## config.mk

```make
export PLATFORM = sky130hd
export DESIGN_NAME = ps2_controls
export DESIGN_NICKNAME = d
export VERILOG_FILES = /design/src/rtl/ps2_controls_pkg.sv /design/src/rtl/ps2_rx.sv /design/src/rtl/ps2_controls.sv
export SDC_FILE = /design/constraint.sdc
export NUM_CORES = 1
export LEC_CHECK = 0
export BUFFER_PORTS_ARGS = -buffer_cell sky130_fd_sc_hd__buf_4
export CAP_MARGIN = 20
export CORE_ASPECT_RATIO = 1.1
export CORE_MARGIN = 1
export CORE_UTILIZATION = 30
export CTS_CLUSTER_DIAMETER = 50
export DETAILED_ROUTE_END_ITERATION = 6
export PLACE_DENSITY = 0.44
export RECOVER_POWER = 25
export SLEW_MARGIN = 10
export SYNTH_ARGS = -nofsm -noshare
export SYNTH_HDL_FRONTEND = slang
export SYNTH_SLANG_ARGS = --single-unit
export TNS_END_PERCENT = 100
```

## constraint.sdc

```tcl
create_clock -name clk -period 2.4 [get_ports clk]
set_clock_uncertainty 0.2 [all_clocks]
set_input_delay 0.24 -clock clk [delete_from_list [all_inputs] [get_ports clk]]
set_output_delay 0.24 -clock clk [all_outputs]
set_load 0.005 [all_outputs]
```

## src/rtl/ps2_controls_pkg.sv

```systemverilog
// ============================================================================
//  Module   : ps2_controls_pkg
//  Purpose  : Shared scan-code set 2 constants, control-bus bit indices,
//             receiver state encoding and the key-map lookup function.
//  Revision : 1.0  initial release
// ============================================================================
`default_nettype none

package ps2_controls_pkg;

    // Protocol / prefix bytes
    localparam logic [7:0] PS2_E0     = 8'hE0;
    localparam logic [7:0] PS2_F0     = 8'hF0;
    localparam logic [7:0] PS2_BAT    = 8'hAA;
    localparam logic [7:0] PS2_ACK    = 8'hFA;
    localparam logic [7:0] PS2_RESEND = 8'hFE;
    localparam logic [7:0] PS2_ECHO   = 8'hEE;
    localparam logic [7:0] PS2_OVF0   = 8'h00;
    localparam logic [7:0] PS2_OVF1   = 8'hFF;

    // Player 1 keys (non-extended)
    localparam logic [7:0] KEY_W      = 8'h1D;
    localparam logic [7:0] KEY_A      = 8'h1C;
    localparam logic [7:0] KEY_D      = 8'h23;
    localparam logic [7:0] KEY_S      = 8'h1B;
    localparam logic [7:0] KEY_F      = 8'h2B;
    localparam logic [7:0] KEY_G      = 8'h34;
    // Player 2 keys: arrows are E0-prefixed, Enter / RShift are not
    localparam logic [7:0] KEY_UP     = 8'h75;
    localparam logic [7:0] KEY_LEFT   = 8'h6B;
    localparam logic [7:0] KEY_RIGHT  = 8'h74;
    localparam logic [7:0] KEY_DOWN   = 8'h72;
    localparam logic [7:0] KEY_ENTER  = 8'h5A;
    localparam logic [7:0] KEY_RSHIFT = 8'h59;

    // Control-bus bit positions, shared with the game module
    localparam logic [2:0] CTL_FIRE   = 3'd5;
    localparam logic [2:0] CTL_SEC    = 3'd4;
    localparam logic [2:0] CTL_UP     = 3'd3;
    localparam logic [2:0] CTL_LEFT   = 3'd2;
    localparam logic [2:0] CTL_RIGHT  = 3'd1;
    localparam logic [2:0] CTL_DOWN   = 3'd0;

    typedef enum logic [1:0] {
        RX_IDLE = 2'd0,
        RX_RECV = 2'd1,
        RX_DONE = 2'd2
    } rx_state_t;

    // Result of a key-map lookup: which bus (if any) and which bit
    typedef struct packed {
        logic       p1;
        logic       p2;
        logic [2:0] idx;
    } key_slot_t;

    function automatic key_slot_t key_lookup(input logic ext, input logic [7:0] code);
        key_slot_t s;
        s = '0;
        case ({ext, code})
            {1'b0, KEY_W}:      begin s.p1 = 1'b1; s.idx = CTL_UP;    end
            {1'b0, KEY_A}:      begin s.p1 = 1'b1; s.idx = CTL_LEFT;  end
            {1'b0, KEY_D}:      begin s.p1 = 1'b1; s.idx = CTL_RIGHT; end
            {1'b0, KEY_S}:      begin s.p1 = 1'b1; s.idx = CTL_DOWN;  end
            {1'b0, KEY_F}:      begin s.p1 = 1'b1; s.idx = CTL_FIRE;  end
            {1'b0, KEY_G}:      begin s.p1 = 1'b1; s.idx = CTL_SEC;   end
            {1'b1, KEY_UP}:     begin s.p2 = 1'b1; s.idx = CTL_UP;    end
            {1'b1, KEY_LEFT}:   begin s.p2 = 1'b1; s.idx = CTL_LEFT;  end
            {1'b1, KEY_RIGHT}:  begin s.p2 = 1'b1; s.idx = CTL_RIGHT; end
            {1'b1, KEY_DOWN}:   begin s.p2 = 1'b1; s.idx = CTL_DOWN;  end
            {1'b0, KEY_ENTER}:  begin s.p2 = 1'b1; s.idx = CTL_FIRE;  end
            {1'b0, KEY_RSHIFT}: begin s.p2 = 1'b1; s.idx = CTL_SEC;   end
            default:            s = '0;
        endcase
        return s;
    endfunction

endpackage

`default_nettype wire

```

## src/rtl/ps2_rx.sv

```systemverilog
// ============================================================================
//  Module   : ps2_rx
//  Purpose  : PS/2 device-to-host frame receiver. Synchronises ps2_clk and
//             ps2_dat, detects falling edges, assembles 11-bit frames and
//             aborts on inter-edge timeout. Result strobes are combinational
//             in the stop-bit edge cycle so the caller can register them.
//  Revision : 1.0  initial release
// ============================================================================
`default_nettype none

module ps2_rx
    import ps2_controls_pkg::*;
#(
    parameter int CLK_HZ      = 50_000_000,
    parameter int TIMEOUT_US  = 2000,
    parameter int SYNC_STAGES = 2
) (
    input  logic       clk,
    input  logic       rst_n,
    input  logic       ps2_clk,
    input  logic       ps2_dat,
    output logic [7:0] rx_byte,
    output logic       rx_valid,
    output logic       rx_err,
    output logic       rx_timeout
);

    localparam int TMO_CYCLES = (CLK_HZ / 1_000_000) * TIMEOUT_US;
    localparam int TMO_W      = $clog2(TMO_CYCLES + 1);

    logic [SYNC_STAGES-1:0] r_clk_sync;
    logic [SYNC_STAGES-1:0] r_dat_sync;
    logic                   r_clk_prev;
    rx_state_t              r_state;
    logic [3:0]             r_bit_cnt;
    logic [7:0]             r_shift;
    logic                   r_par;
    logic [TMO_W-1:0]       r_tmo;

    logic w_clk_s;
    logic w_dat_s;
    logic w_fall;
    logic w_frame_end;
    logic w_frame_ok;
    logic w_tmo_hit;

    // Synchronisers and edge-detect history; idle level of the bus is 1
    always_ff @(posedge clk or negedge rst_n) begin
        if (!rst_n) begin
            r_clk_sync <= '1;
            r_dat_sync <= '1;
            r_clk_prev <= 1'b1;
        end else begin
            r_clk_sync <= {r_clk_sync[SYNC_STAGES-2:0], ps2_clk};
            r_dat_sync <= {r_dat_sync[SYNC_STAGES-2:0], ps2_dat};
            r_clk_prev <= w_clk_s;
        end
    end

    assign w_clk_s     = r_clk_sync[SYNC_STAGES-1];
    assign w_dat_s     = r_dat_sync[SYNC_STAGES-1];
    assign w_fall      = r_clk_prev & ~w_clk_s;

    // Stop-bit edge: odd parity over data+parity and a high stop bit
    assign w_frame_end = (r_state == RX_RECV) && w_fall && (r_bit_cnt == 4'd10);
    assign w_frame_ok  = w_frame_end && w_dat_s && (^{r_par, r_shift});
    assign w_tmo_hit   = (r_state == RX_RECV) && !w_fall &&
                         (r_tmo == TMO_W'(TMO_CYCLES - 1));

    assign rx_byte     = r_shift;
    assign rx_valid    = w_frame_ok;
    assign rx_err      = (w_frame_end && !w_frame_ok) || w_tmo_hit;
    assign rx_timeout  = w_tmo_hit;

    // Frame FSM with bit counter and inter-edge timeout
    always_ff @(posedge clk or negedge rst_n) begin
        if (!rst_n) begin
            r_state   <= RX_IDLE;
            r_bit_cnt <= 4'd0;
            r_shift   <= 8'h00;
            r_par     <= 1'b0;
            r_tmo     <= '0;
        end else begin
            case (r_state)
                RX_IDLE: begin
                    r_tmo <= '0;
                    // A high start bit is treated as noise and ignored
                    if (w_fall && !w_dat_s) begin
                        r_state   <= RX_RECV;
                        r_bit_cnt <= 4'd1;
                    end
                end
                RX_RECV: begin
                    if (w_fall) begin
                        r_tmo     <= '0;
                        r_bit_cnt <= r_bit_cnt + 4'd1;
                        if (r_bit_cnt <= 4'd8) begin
                            r_shift <= {w_dat_s, r_shift[7:1]};
                        end else if (r_bit_cnt == 4'd9) begin
                            r_par <= w_dat_s;
                        end else begin
                            r_bit_cnt <= 4'd0;
                            r_state   <= w_frame_ok ? RX_DONE : RX_IDLE;
                        end
                    end else if (w_tmo_hit) begin
                        r_tmo     <= '0;
                        r_bit_cnt <= 4'd0;
                        r_state   <= RX_IDLE;
                    end else begin
                        r_tmo <= r_tmo + TMO_W'(1);
                    end
                end
                RX_DONE: begin
                    r_state <= RX_IDLE;
                end
                default: begin
                    r_state <= RX_IDLE;
                end
            endcase
        end
    end

endmodule

`default_nettype wire

```

## src/rtl/ps2_controls.sv

```systemverilog
// ============================================================================
//  Module   : ps2_controls
//  Purpose  : PS/2 keyboard scan-code set 2 decoder producing per-player
//             held-key buses. Wraps ps2_rx; handles E0/F0 prefixes and BAT.
//  Config   : PS2_DEBUG_EN adds debug_led = {sat. error count, code[3:0]}
//  Revision : 1.0  initial release
// ============================================================================
`default_nettype none

module ps2_controls
    import ps2_controls_pkg::*;
#(
    parameter int CLK_HZ      = 50_000_000,
    parameter int TIMEOUT_US  = 2000,
    parameter int SYNC_STAGES = 2
) (
    input  logic       clk,
    input  logic       rst_n,
    input  logic       ps2_clk,
    input  logic       ps2_dat,
    output logic [7:0] player1_controls,
    output logic [7:0] player2_controls,
    output logic       code_valid,
    output logic [7:0] code,
`ifdef PS2_DEBUG_EN
    output logic [7:0] debug_led,
`endif
    output logic       frame_err
);

    logic [7:0] w_rx_byte;
    logic       w_rx_valid;
    logic       w_rx_err;
    logic       w_rx_timeout;
    key_slot_t  w_slot;

    logic [5:0] r_p1;
    logic [5:0] r_p2;
    logic       r_brk;
    logic       r_ext;
    logic       r_code_valid;
    logic [7:0] r_code;
    logic       r_frame_err;

    ps2_rx #(
        .CLK_HZ      (CLK_HZ),
        .TIMEOUT_US  (TIMEOUT_US),
        .SYNC_STAGES (SYNC_STAGES)
    ) u_rx (
        .clk        (clk),
        .rst_n      (rst_n),
        .ps2_clk    (ps2_clk),
        .ps2_dat    (ps2_dat),
        .rx_byte    (w_rx_byte),
        .rx_valid   (w_rx_valid),
        .rx_err     (w_rx_err),
        .rx_timeout (w_rx_timeout)
    );

    assign w_slot = key_lookup(r_ext, w_rx_byte);

    // Scan-code decode: prefix flags, key-state update and result strobes
    always_ff @(posedge clk or negedge rst_n) begin
        if (!rst_n) begin
            r_p1         <= 6'd0;
            r_p2         <= 6'd0;
            r_brk        <= 1'b0;
            r_ext        <= 1'b0;
            r_code_valid <= 1'b0;
            r_code       <= 8'h00;
            r_frame_err  <= 1'b0;
        end else begin
            r_code_valid <= 1'b0;
            r_frame_err  <= 1'b0;
            if (w_rx_valid) begin
                r_code_valid <= 1'b1;
                r_code       <= w_rx_byte;
                case (w_rx_byte)
                    PS2_E0: r_ext <= 1'b1;
                    PS2_F0: r_brk <= 1'b1;
                    PS2_BAT: begin
                        // Keyboard self-test pass: nothing can be held any more
                        r_p1  <= 6'd0;
                        r_p2  <= 6'd0;
                        r_brk <= 1'b0;
                        r_ext <= 1'b0;
                    end
                    PS2_ACK, PS2_RESEND, PS2_ECHO, PS2_OVF0, PS2_OVF1: begin
                        // Housekeeping bytes leave prefix flags intact
                    end
                    default: begin
                        if (w_slot.p1) r_p1[w_slot.idx] <= ~r_brk;
                        if (w_slot.p2) r_p2[w_slot.idx] <= ~r_brk;
                        r_brk <= 1'b0;
                        r_ext <= 1'b0;
                    end
                endcase
            end
            if (w_rx_err) begin
                r_frame_err <= 1'b1;
                // A stalled frame means the prefix sequence is no longer trustworthy
                if (w_rx_timeout) begin
                    r_brk <= 1'b0;
                    r_ext <= 1'b0;
                end
            end
        end
    end

    assign player1_controls = {2'b00, r_p1};
    assign player2_controls = {2'b00, r_p2};
    assign code_valid       = r_code_valid;
    assign code             = r_code;
    assign frame_err        = r_frame_err;

`ifdef PS2_DEBUG_EN
    logic [3:0] r_err_cnt;

    // Saturating frame-error counter for the debug LEDs
    always_ff @(posedge clk or negedge rst_n) begin
        if (!rst_n) begin
            r_err_cnt <= 4'd0;
        end else if (r_frame_err && (r_err_cnt != 4'hF)) begin
            r_err_cnt <= r_err_cnt + 4'd1;
        end
    end

    assign debug_led = {r_err_cnt, r_code[3:0]};
`endif

endmodule

`default_nettype wire

```

* Word-level counts from Yosys, hierarchy flattened
Index checks and enable logic that the tools add are counted.
Cells by class: eq/ne operators 27, add/subtract/negate cells 2, magnitude comparators 3, multiplexer cells 37, reductions and logical operators 35, bitwise operators 5
Operators by type and width (count):
- == test 8 bit, second input constant | 7
- == test 9 bit, second input constant | 4
- two-way mux 17 bit | 2
- case mux 17 bit (2 select lines) | 1
- == test 9 x 5 -> 1 bit, second input constant | 3
- == test 9 x 6 -> 1 bit, second input constant | 3
- case mux 6 bit (2 select lines) | 2
- OR reduction 6 bit | 4
- two-way mux 4 bit | 5
- == test 9 x 7 -> 1 bit, second input constant | 2
- adder 17 x 1 -> 17 bit, second input constant | 1
- == test 17 bit, second input constant | 1
- case mux 3 bit (5 select lines) | 1
- bitwise mux 6 bit | 2
- two-way mux 2 bit | 6
- two-way mux 6 bit | 2
- AND reduction 3 bit | 4
- two-way mux 1 bit | 11
- OR reduction 2 bit | 5
- logical AND 1 bit | 9
- XOR reduction 9 bit | 1
- == test 4 bit, second input constant | 2
- zero test 8 bit | 1
- case mux 4 bit (2 select lines) | 1
- 19 further kinds | 29
Storage, ports and cells: word-level logic and storage cells 124, bits of input ports 4, register bits after elaboration 61

* Longest topological paths before layout
Gate-level depths: netlist (run 1).
depth in word-level cells 11, depth in mapped cells 9, mapped depth without buffers 8

* By module
From an unflattened synthesis (run 1), not the netlist that was laid out.
Unflattened totals: cells, all modules 315, area, all modules 3420.8 sq um
By module, submodules not included:
- ps2_rx | cells an instance 162, times used 1, area each 1900.6 sq um
- ps2_controls | cells an instance 153, times used 1, area each 1520.2 sq um

* Least setup slack after synthesis (run 1)
Ideal clock, no wire load.
path type register to register, start register u_rx.r_shift[2], in the netlist u_rx.rx_byte[2], end register r_code[2], in the netlist code[2], cell stages (with the launch flop) 8, period minus slack after synthesis 2.452 ns, arrival 2.126 ns, path slack -0.052 ns, data required time 2.075 ns, setup time 0.125 ns, cells stage by stage dfrtp_1 -> inv_1 -> ha_1 -> xnor3_2 -> xnor2_2 -> nor3b_4 -> buf_8 -> mux2_4
Between the ends: longest elaborated chain between the ends 2
RTL lines:
- start: declaration | line ps2_rx.sv:36 | logic [7:0] r_shift;
- start signal: assignment | line ps2_rx.sv:98 | r_shift <= {w_dat_s, r_shift[7:1]};
- XOR reduction 9 bit | line ps2_rx.sv:66 | assign w_frame_ok = w_frame_end && w_dat_s && (^{r_par, r_shift});
- logical AND 1 bit | line ps2_rx.sv:66
- end signal: assignment | line ps2_controls.sv:77 | r_code <= w_rx_byte;
- end: declaration | line ps2_controls.sv:42 | logic [7:0] r_code;
Several ways; a longest one is shown, not always the timed one. A chain may end at the register's enable or synchronous reset.

* Worst setup path in the final report (run 1)
start register u_rx.r_shift[5], in the netlist u_rx.rx_byte[5], end register r_p1[3]
Between the ends: longest elaborated chain between the ends 10, elaborated cells on any way between the ends 41, classes of those cells order compare: 2; eq/ne: 18; mux: 7; bitwise: 1; reduce/logical: 13
RTL lines:
- == test 9 x 6 -> 1 bit (tied with other cells) | line ps2_controls_pkg.sv:60 | case ({ext, code})
- OR reduction 2 bit (no source line)
- case mux 3 bit (5 select lines) | line ps2_controls_pkg.sv:60
- < comparator 3 x 4 -> 1 bit (not written as such) or >= comparator 3 x 1 -> 1 bit (tied branches) | line ps2_controls.sv:92 | if (w_slot.p1) r_p1[w_slot.idx] <= ~r_brk;
- logical AND 1 bit (not written as such) | line ps2_controls.sv:92
- two-way mux 1 bit (not written as such) | line ps2_controls.sv:92
- demux 1 bit (select 3 bit) | line ps2_controls.sv:92
- bitwise mux 6 bit | line ps2_controls.sv:92
- two-way mux 6 bit | line ps2_controls.sv:92
- case mux 6 bit (2 select lines) | line ps2_controls.sv:78 | case (w_rx_byte)
- end signal: indexed assignment | line ps2_controls.sv:92
- end: declaration | line ps2_controls.sv:37 | logic [5:0] r_p1;
Several ways; a longest one is shown, not always the timed one. The select of a mux whose other input is x is not followed.

==> results of run 1 <==
[logic make-up (layout without fill, tap and decap cells)]
kind of cell	count (synthesis)	count (layout)	share of synthesized area [%]
other cells	1	4	0.109
buf+inv	25	94	4.09
mux	10	10	3.91
compound gates	81	81	14.5
fa+ha+maj	21	21	7.67
simple gates	133	133	20.7
flops	61	61	44.7
xor+xnor	12	12	4.27
[how the worst max path moves through the flow]
| stage | endpoint | startpoint | cells after the start | slack (ns) |
|---|---|---|---|---|
| after floorplan | code[2]$_DFFE_PN0N_ | u_rx.rx_byte[6]$_DFFE_PN0P_ | 7 | -0.02 |
| after global placement | r_p2[2]$_DFFE_PN0P_ | u_rx.rx_byte[0]$_DFFE_PN0P_ | 9 | -0.02 |
| after detailed placement | r_p2[4]$_DFFE_PN0P_ | u_rx.rx_byte[0]$_DFFE_PN0P_ | 9 | -0.04 |
| after CTS | code[0]$_DFFE_PN0N_ | u_rx.rx_byte[1]$_DFFE_PN0P_ | 7 | 0.008 |
| after global routing | r_p1[4]$_DFFE_PN0P_ | u_rx.rx_byte[3]$_DFFE_PN0P_ | 8 | -0.09 |
| final | r_p1[3]$_DFFE_PN0P_ | u_rx.rx_byte[5]$_DFFE_PN0P_ | 8 | 0.01 |
[worst register-to-register path, cell delays in order, from the launching register on]
cell	delay [ns]
dfrtp_1	0.42
buf_4	0.16
ha_2	0.21
and3_1	0.22
o21a_1	0.21
or4_4	0.52
nand3_2	0.16
o21ai_0	0.14
o21ai_2	0.07
[cell type report]
cell class / instances / area, um^2
tap: 147 / 184
inverter: 15 / 56.3
multi-input combinational: 261 / 1880
sequential: 61 / 1530
clock inverter: 4 / 22.5
clock buffer: 12 / 256
timing repair buffer: 63 / 498
fill: 1106 / 6580
[synthesized netlist by cell type (all sizes together), types with 2 or more instances]
master / instances / share of area, %
ha: 21 / 7.7
xor2: 7 / 1.8
and2: 3 / 0.55
nand2: 42 / 4.6
o22ai: 2 / 0.37
nor3: 5 / 0.73
nor4: 3 / 0.55
inv: 15 / 1.6
dfstp: 5 / 3.8
or4: 4 / 0.99
nand4: 9 / 2.0
nand2b: 8 / 1.5
nor2: 23 / 2.5
o21ai: 51 / 7.4
dfrtp: 56 / 41
nor2b: 5 / 0.91
a21oi: 10 / 1.5
buf: 9 / 2.3
a31oi: 3 / 0.55
o31ai: 3 / 1.1
or2: 2 / 0.37
and3: 7 / 1.3
mux2: 9 / 3.6
nand3: 14 / 2.3
o22a: 3 / 0.77
xnor2: 4 / 1.8
and4: 3 / 0.77
[per-stage QoR]
stage | cell area (um^2) | setup WS (ns)
2_1_floorplan | 3450 | -0.0210
3_3_place_gp | 3960 | -0.0150
3_5_place_dp | 3960 | -0.0410
4_1_cts | 4320 | 0.00765
5_1_grt | 4430 | -0.0855
6_report | 4430 | 0.0131
[placed cells by master (no fill, tap or decap), types with 11 or more instances in the layout]
master and instances:
ha_1 15, dfrtp_1 56, o21ai_1 11, buf_4 34, clkbuf_4 22, nand2_1 42
nand3_1 12, o21ai_0 31, inv_1 11, nor2_1 23
[per-layer routing]
| layer | vias to the layer above | track usage [%] | share of wire (%) |
|---|---|---|---|
| met5 | - | 0 | 0 |
| met4 | 0 | 7.62 | 2.0 |
| met3 | 16 | 2.79 | 2.5 |
| met2 | 47 | 25.0 | 49 |
| met1 | 1281 | 17.6 | 46 |
| li1 | 1345 | - | - |
[registers in the layout (all words and copies together), names as in the netlist, 2 cells and up]
signal	cells
u_rx.r_tmo	17
code	8
u_rx.rx_byte	8
r_p1	6
r_p2	6
u_rx.r_bit_cnt	4
u_rx.r_clk_sync	2
u_rx.r_dat_sync	2
u_rx.r_state	2
[what timing repair did]
action,CTS,global route
buffers inserted,2,5
setup endpoints to repair,12,20
pin swaps,1,15
endpoints found under the hold margin,58,0
hold buffers,3,0
gates resized for setup,8,23
[power breakdown]
| group | total [W] | switching (W) | internal [W] | leakage (nW) |
|---|---|---|---|---|
| logic | 0.00161 | 0.000801 | 0.000806 | 0.999 |
| registers | 0.00121 | 0.0000805 | 0.00113 | 0.823 |
| clock network | 0.00121 | 0.000463 | 0.000749 | 0.138 |
==> results by stage, run 1 <==
Synth:
- The register bit total from synthesis is 61.
- The average instance area after synthesis is 9.96 um^2.
- In the synthesized netlist the dominant register cell turns out to be dfrtp_1.
- The register area share after synthesis is 44.7%.
- Yosys mapped the design onto 57 distinct sky130hd cell types.
- The proportion of register bits with asynchronous set or reset after synthesis is 100%.
- The instance count of the mapped netlist is 344.
- The netlist area before placement is 0.00343 mm^2.
- The number of synthesized flops with an enable pin is 0.
- For this run, the number of Yosys warnings is 0.

Floorplan:
- The number of ports placed on the die boundary is 30.
- Once the floorplan was initialized, standard cells occupied 31.1% of the core.
- The core area is 0.0110 mm^2.
- The overall die width is 104 um.
- The initialized floorplan defines 40 standard-cell rows.
- The die is 114 um tall.
- The floorplan die area is 0.0119 mm^2.

GRT:
- Entering global routing, the biggest net connects 62 pins.
- The initial antenna violation count came to 0.
- Global routing finished with a remaining overflow of 0.
- The first-pass GRT wire length is 13300 um.
- Global routing used 14.6% of the available tracks across all layers.
- The number of global-route vias before repair is 2638.

Drt:
- The DRC violation count after routing is 0.
- In this run, the number of DRC markers left after iteration 0 of detailed routing was 78.
- The routed via count divided by cell count is 4.78.
- Summed over all layers, the routed wires come to 7910 um.
- The first detailed-routing pass ran for 4 iterations.
- In this run the remaining antenna-violating nets after routing total 0.
- The routed layout has 2689 vias.
- After detailed routing, the average wire length per cell comes to 14.1 um.

Worst setup path:
- The critical-path maximum fanout is 7.
- The startpoint kind of the worst setup timing path is a flip-flop.
- On the critical path, the stage with the largest delay is an instance of or4_4.
- Together, buffers and inverters on the worst path number 1.
- Setup slack on the worst reg-to-reg path comes out at 0.01 ns.
- On the worst path, the slowest cell contributes a delay of 0.52 ns.
- On the critical path the largest part of the delay comes from simple AND/OR/NAND/NOR gates.
- Traced cell by cell, the critical path runs through buf_4, ha_2, and3_1, o21a_1, or4_4, nand3_2, o21ai_0, o21ai_2.
- The worst register-to-register path has a depth of 8.
- The critical path is of the reg -> reg type.
- The startpoint of the worst-slack reg-to-reg timing path is u_rx.rx_byte[5]$_DFFE_PN0P_.
- For the worst setup path, the data required time is 2.46 ns.
- The worst path arrival time is 2.44 ns.
- The worst setup path is captured at a flip-flop.
- In this run the critical register-to-register path is captured at r_p1[3]$_DFFE_PN0P_.

Clock tree:
- The worst-skew pair later-pin latency is 0.33 ns.
- The maximum number of buffers from clock root to sink is 2.
- TritonCTS built the clock tree.
- The root buffer cell chosen for the clock tree is clkbuf_16.
- Counting the buffers created by CTS gives 9.
- The clock-pin slew on the worst setup and hold paths is 0.06 ns.
- CTS built an H-tree with a depth of 3.
- The clock net in this run drives a total of 61 sinks.

Layout:
- Cells with a size suffix above 1 make up 29.6% of the layout.
- The finished layout holds 563 standard cells, fillers aside.
- The antenna cell count is 0.
- The post-synthesis to final-layout area growth is 29.3%.
- Cells fill 40.2% of the core in the end.
- The net total in the final layout is 436.

Power:
- The maximum ir drop on the vdd rail is 0.415 mV.
- The total chip power is 0.00403 W.
- The analysis attributes to cell leakage a power of 1.96 nW.
- For this design the ratio of total power to cell area is 909 mW/mm^2.

Min path:
- In this run the worst hold path is classified as reg -> reg.
- The start point of the worst hold path is u_rx.r_dat_sync[0]$_DFF_PN1_.
- Along the worst hold path, the cell count comes to 0.
- The worst hold endpoint is u_rx.r_dat_sync[1]$_DFF_PN1_.

STA:
- The final hold violation count is 0.
- The worst pin sits at a relative slew slack of -5.40%.
- The worst hold slack across all endpoints is 0.158 ns.
- The minimum period implied by the final worst setup slack is 2.39 ns.
- The share of the clock period used by the worst path is 99.5%.
- For the final routed database, the setup TNS stands at 0 ns.
- The final max-slew violation count is 62.
- The top achievable clock speed is 0.419 GHz.
- The actual transition at the worst max-transition pin is 1.58 ns.
- The number of failing setup endpoints in the final timing report is 0.
- Setup repair after global routing could not meet its margin everywhere.

Placement:
- After detailed placement, the design holds a cell count of 537.
- Detailed placement finished with a half-perimeter wire length of 5480 um.
- The count of port buffers added during placement is 25.
- The congestion estimate from routability-driven global placement came to 0.803.

Job:
- The number of violations of the max-capacitance limit is 1.

Run status:
- The final reports fail on capacitance limit, slew limit.
- The flow ran to the end, but the final reports show violations.
Note: power is estimated with default switching activity, not from simulation.
==> run 2, diff against run 1 <==
--- a/config.mk
+++ b/config.mk
@@ -7,7 +7,7 @@
 export LEC_CHECK = 0
 export BUFFER_PORTS_ARGS = -buffer_cell sky130_fd_sc_hd__buf_4
 export CAP_MARGIN = 20
-export CORE_ASPECT_RATIO = 1.1
+export CORE_ASPECT_RATIO = 0.8
 export CORE_MARGIN = 1
 export CORE_UTILIZATION = 30
 export CTS_CLUSTER_DIAMETER = 50
==> run 2 against run 1 <==
Net effect:
- the flow still finishes with violations (capacitance limit, slew limit)
- die area hardly changed
- register-to-register slack hardly changed
- non-clock buffer count is 1 higher
- highest routed layer unchanged
- sequential power hardly changed
==> results by stage, run 2 (synthesis gave the netlist of run 1 again) <==
Layout:
- Counting flops per register, the top entry is u_rx.r_tmo.
- The filler cell count in the final layout is 1115 (+0.81%).
- The number of flip-flops under the largest register name is 17 (unchanged).
- The net total in the final layout is 437 (+0.23%).
- The end-of-flow core utilization was 40.7% (+0.50 points).
- Relative to the synthesized area, the layout overhead comes to 30.5%.
- The share of cells above drive strength 1 came to 29.6% (unchanged).
- The antenna cell count was 0 (unchanged).
- The library cells used most frequently in the layout, excluding fill and tap cells, are dfrtp_1, nand2_1, buf_4, o21ai_0, nor2_1.
- The most common cell after layout, fill and taps aside is dfrtp_1.

Placement:
- The final estimated routing congestion in global placement is 0.800 (-0.37%).
- The worst slack at placement is -0.0960 ns (-0.0550 ns).
- The count of port buffers added during placement is 25 (unchanged).
- The detailed placement HPWL is 5680 um (+3.6%).

Floorplan:
- The core area is 0.0110 mm^2 (-0.32%).
- The overall die width is 121 um (+17%).
- The floorplan die area came to 0.0119 mm^2 (about the same).
- The die boundary height is 97.6 um (-14%).
- The number of ports placed on the die boundary is 30 (unchanged).
- The number of cell rows is 34 (-15%).
- The effective utilization at floorplan is 31.2% (+0.099 points).

STA:
- The least setup slack across all paths after layout is 0.0164 ns (+0.00323 ns).
- The final max-slew violation count is 62 (unchanged).
- Setup repair after global routing could not meet its margin everywhere.
- The final hold violation count is 0 (unchanged).
- The share of the clock period used by the worst path is 99.3% (-0.13 points).
- The actual transition at the worst max-transition pin is 1.55 ns (-0.0277 ns).
- The worst hold slack across all endpoints is 0.154 ns (-0.00461 ns).
- The worst slew slack as a fraction of its limit came to -3.56% (+1.8 points).
- The minimum period implied by the final worst setup slack is 2.38 ns (-0.00323 ns).
- The number of failing setup endpoints in the final timing report came to 0 (unchanged).
- The top achievable clock speed is 0.420 GHz (+0.14%).

Worst setup path:
- The setup path with the least slack is of type reg -> reg.
- The critical path goes through inv_2, ha_4, xnor3_2, xnor2_2, nor3b_4, buf_6, clkbuf_16, mux2_4.
- The worst path arrival time is 2.39 ns (-0.05 ns).
- The startpoint kind of the worst setup timing path is a flip-flop.
- The required time reported for the critical path endpoint came to 2.41 ns (-0.05 ns).
- STA classifies the critical path endpoint as a flip-flop.
- The critical-path maximum fanout is 5 (-2).
- The largest individual stage delay along the critical path comes from the cell xnor3_2.
- The number of buffers and inverters on the critical path is 3 (+2).
- The kind of cell with the highest combined delay along the critical path is XOR/XNOR gates.
- The critical path's largest stage delay came to 0.44 ns (-0.08 ns).

Power:
- The relative contribution of sequential cells to total power was 30.6% (+0.6 points).
- The switching power as a share of total power is 32.2% (-1.1 points).
- The proportion of power drawn by the clock network is 32.7% (+2.6 points).
- The power per cell area is 889 mW/mm^2 (-2.2%).
- The total chip power is 0.00398 W (-1.3%).
- The net switching component of the power came to 0.00128 W (-4.6%).
- The cell-internal power was 0.00269 W (+0.41%).
- The combinational power share came to 36.7% (-3.2 points).
- The leakage component of the power is 1.98 nW (+0.78%).
- The maximum ir drop on the vdd rail was 0.446 mV (+7.5%).

Clock tree:
- The maximum level of the CTS H-tree is 3 (unchanged).
- The clock-pin slew on the worst setup and hold paths is 0.05 ns (about the same).
- The CTS tree is yes.
- The worst-skew pair later-pin latency came to 0.32 ns (about the same).
- The clock tree root driver cell is clkbuf_16.
- The number of CTS-inserted buffers is 9 (unchanged).
- The clock sink total was 61 (unchanged).
- The maximum number of buffers from clock root to sink is 2 (unchanged).

Drt:
- The routed wirelength normalized by instance count is 14.2 um (+1.0%).
- The total wire length is 7950 um (+0.49%).
- The routed via count divided by cell count came to 4.73 (-0.92%).
- The number of optimization iterations in the first detailed-route pass is 4 (unchanged).
- The number of nets with antenna violations after detailed routing is 0 (unchanged).
- The initial detailed-routing violation count is 106 (+36%).
- The DRC violation count after routing was 0 (unchanged).
- The count of vias placed by the detailed router came to 2650 (-1.5%).

Job:
- The number of violations of the max-capacitance limit is 1 (unchanged).

GRT:
- The number of global-route vias before repair came to 2544 (-3.6%).
- The pin count of the biggest net entering global routing is 62 (unchanged).
- The overall routing resource usage is 14.3% (-0.29 points).
- The final global-route overflow total came to 0 (unchanged).
- The first-pass GRT wire length is 13100 um (-1.2%).
- The initial antenna violation count came to 0 (unchanged).

Run status:
- The flow ran to the end, but the final reports show violations.
- The checks that failed: capacitance limit, slew limit.

Min path:
- In this run the worst hold path is classified as reg -> reg.
-- run 2: changes by cell type in the layout (fill, tap and decap cells not counted), moves of 2 or more --
cell and delta:
buf_4 -2, ha_1 -2, o21ai_1 +2, o21ai_2 -2
-- run 2: path summary, 6_finish.rpt --
| check | start | endpoint | slack, ns | cells after the start |
|---|---|---|---|---|
| max | u_rx.rx_byte[6]$_DFFE_PN0P_ | code[7]$_DFFE_PN0N_ | 0.02 | 8 |
| min | u_rx.r_dat_sync[0]$_DFF_PN1_ | u_rx.r_dat_sync[1]$_DFF_PN1_ | 0.15 | 0 |
| max reg2reg | u_rx.rx_byte[6]$_DFFE_PN0P_ | code[7]$_DFFE_PN0N_ | 0.02 | 8 |
| min reg2reg | u_rx.r_dat_sync[0]$_DFF_PN1_ | u_rx.r_dat_sync[1]$_DFF_PN1_ | 0.15 | 0 |
| max in group asynchronous | rst_n | u_rx.r_bit_cnt[2]$_DFFE_PN0P_ | 0.44 | 2 |
| min in group asynchronous | rst_n | r_p1[4]$_DFFE_PN0P_ | 0.65 | 2 |
-- run 2: power groups by stage --
stage | combinational, W | clock [W] | sequential, W
finish | 0.00146 | 0.00130 | 0.00122
global route | 0.00160 | 0.00139 | 0.00123
CTS | 0.00135 | 0.00134 | 0.00122
detailed placement | 0.00129 | 0 | 0.00123
global placement | 0.00130 | 0 | 0.00124
floorplan | 0.000899 | 0 | 0.00124
-- run 2: timing repair --
action | CTS | global route
hold buffers | 3 | 0
setup endpoints to repair | 20 | 20
endpoints found under the hold margin | 58 | 0
setup buffers | 2 | 5
gates resized for setup | 7 | 25
pin swaps | 0 | 14
gates cloned | 0 | 1
-- run 2: routing by layer --
| metal | GRT usage (%) | wire length (um) | vias up |
|---|---|---|---|
| met4 | 3.99 | 63 | 0 |
| met2 | 20.0 | 3310 | 49 |
| met5 | 0 | 0 | - |
| met3 | 3.52 | 272 | 7 |
| met1 | 21.5 | 4310 | 1243 |
| li1 | - | - | 1351 |
-- run 2: final cells by class --
cell class                 instances  area (um^2)  area share [%]
inverter                          15         56.3            1.26
timing repair buffer              64          523            11.7
clock buffer                      11          253            5.65
clock inverter                     4         47.5            1.06
multi-input combinational        261         1880            42.0
sequential                        61         1530            34.3
tap                              144          180            4.03
-- run 2: through the flow --
step,instances,TNS (ns),area (um^2)
CTS,554,0,4340
floorplan,347,-0.126,3450
global route,560,-0.580,4470
detailed placement,534,-0.701,3960
finish,560,0,4470
global placement,534,-0.0462,3960
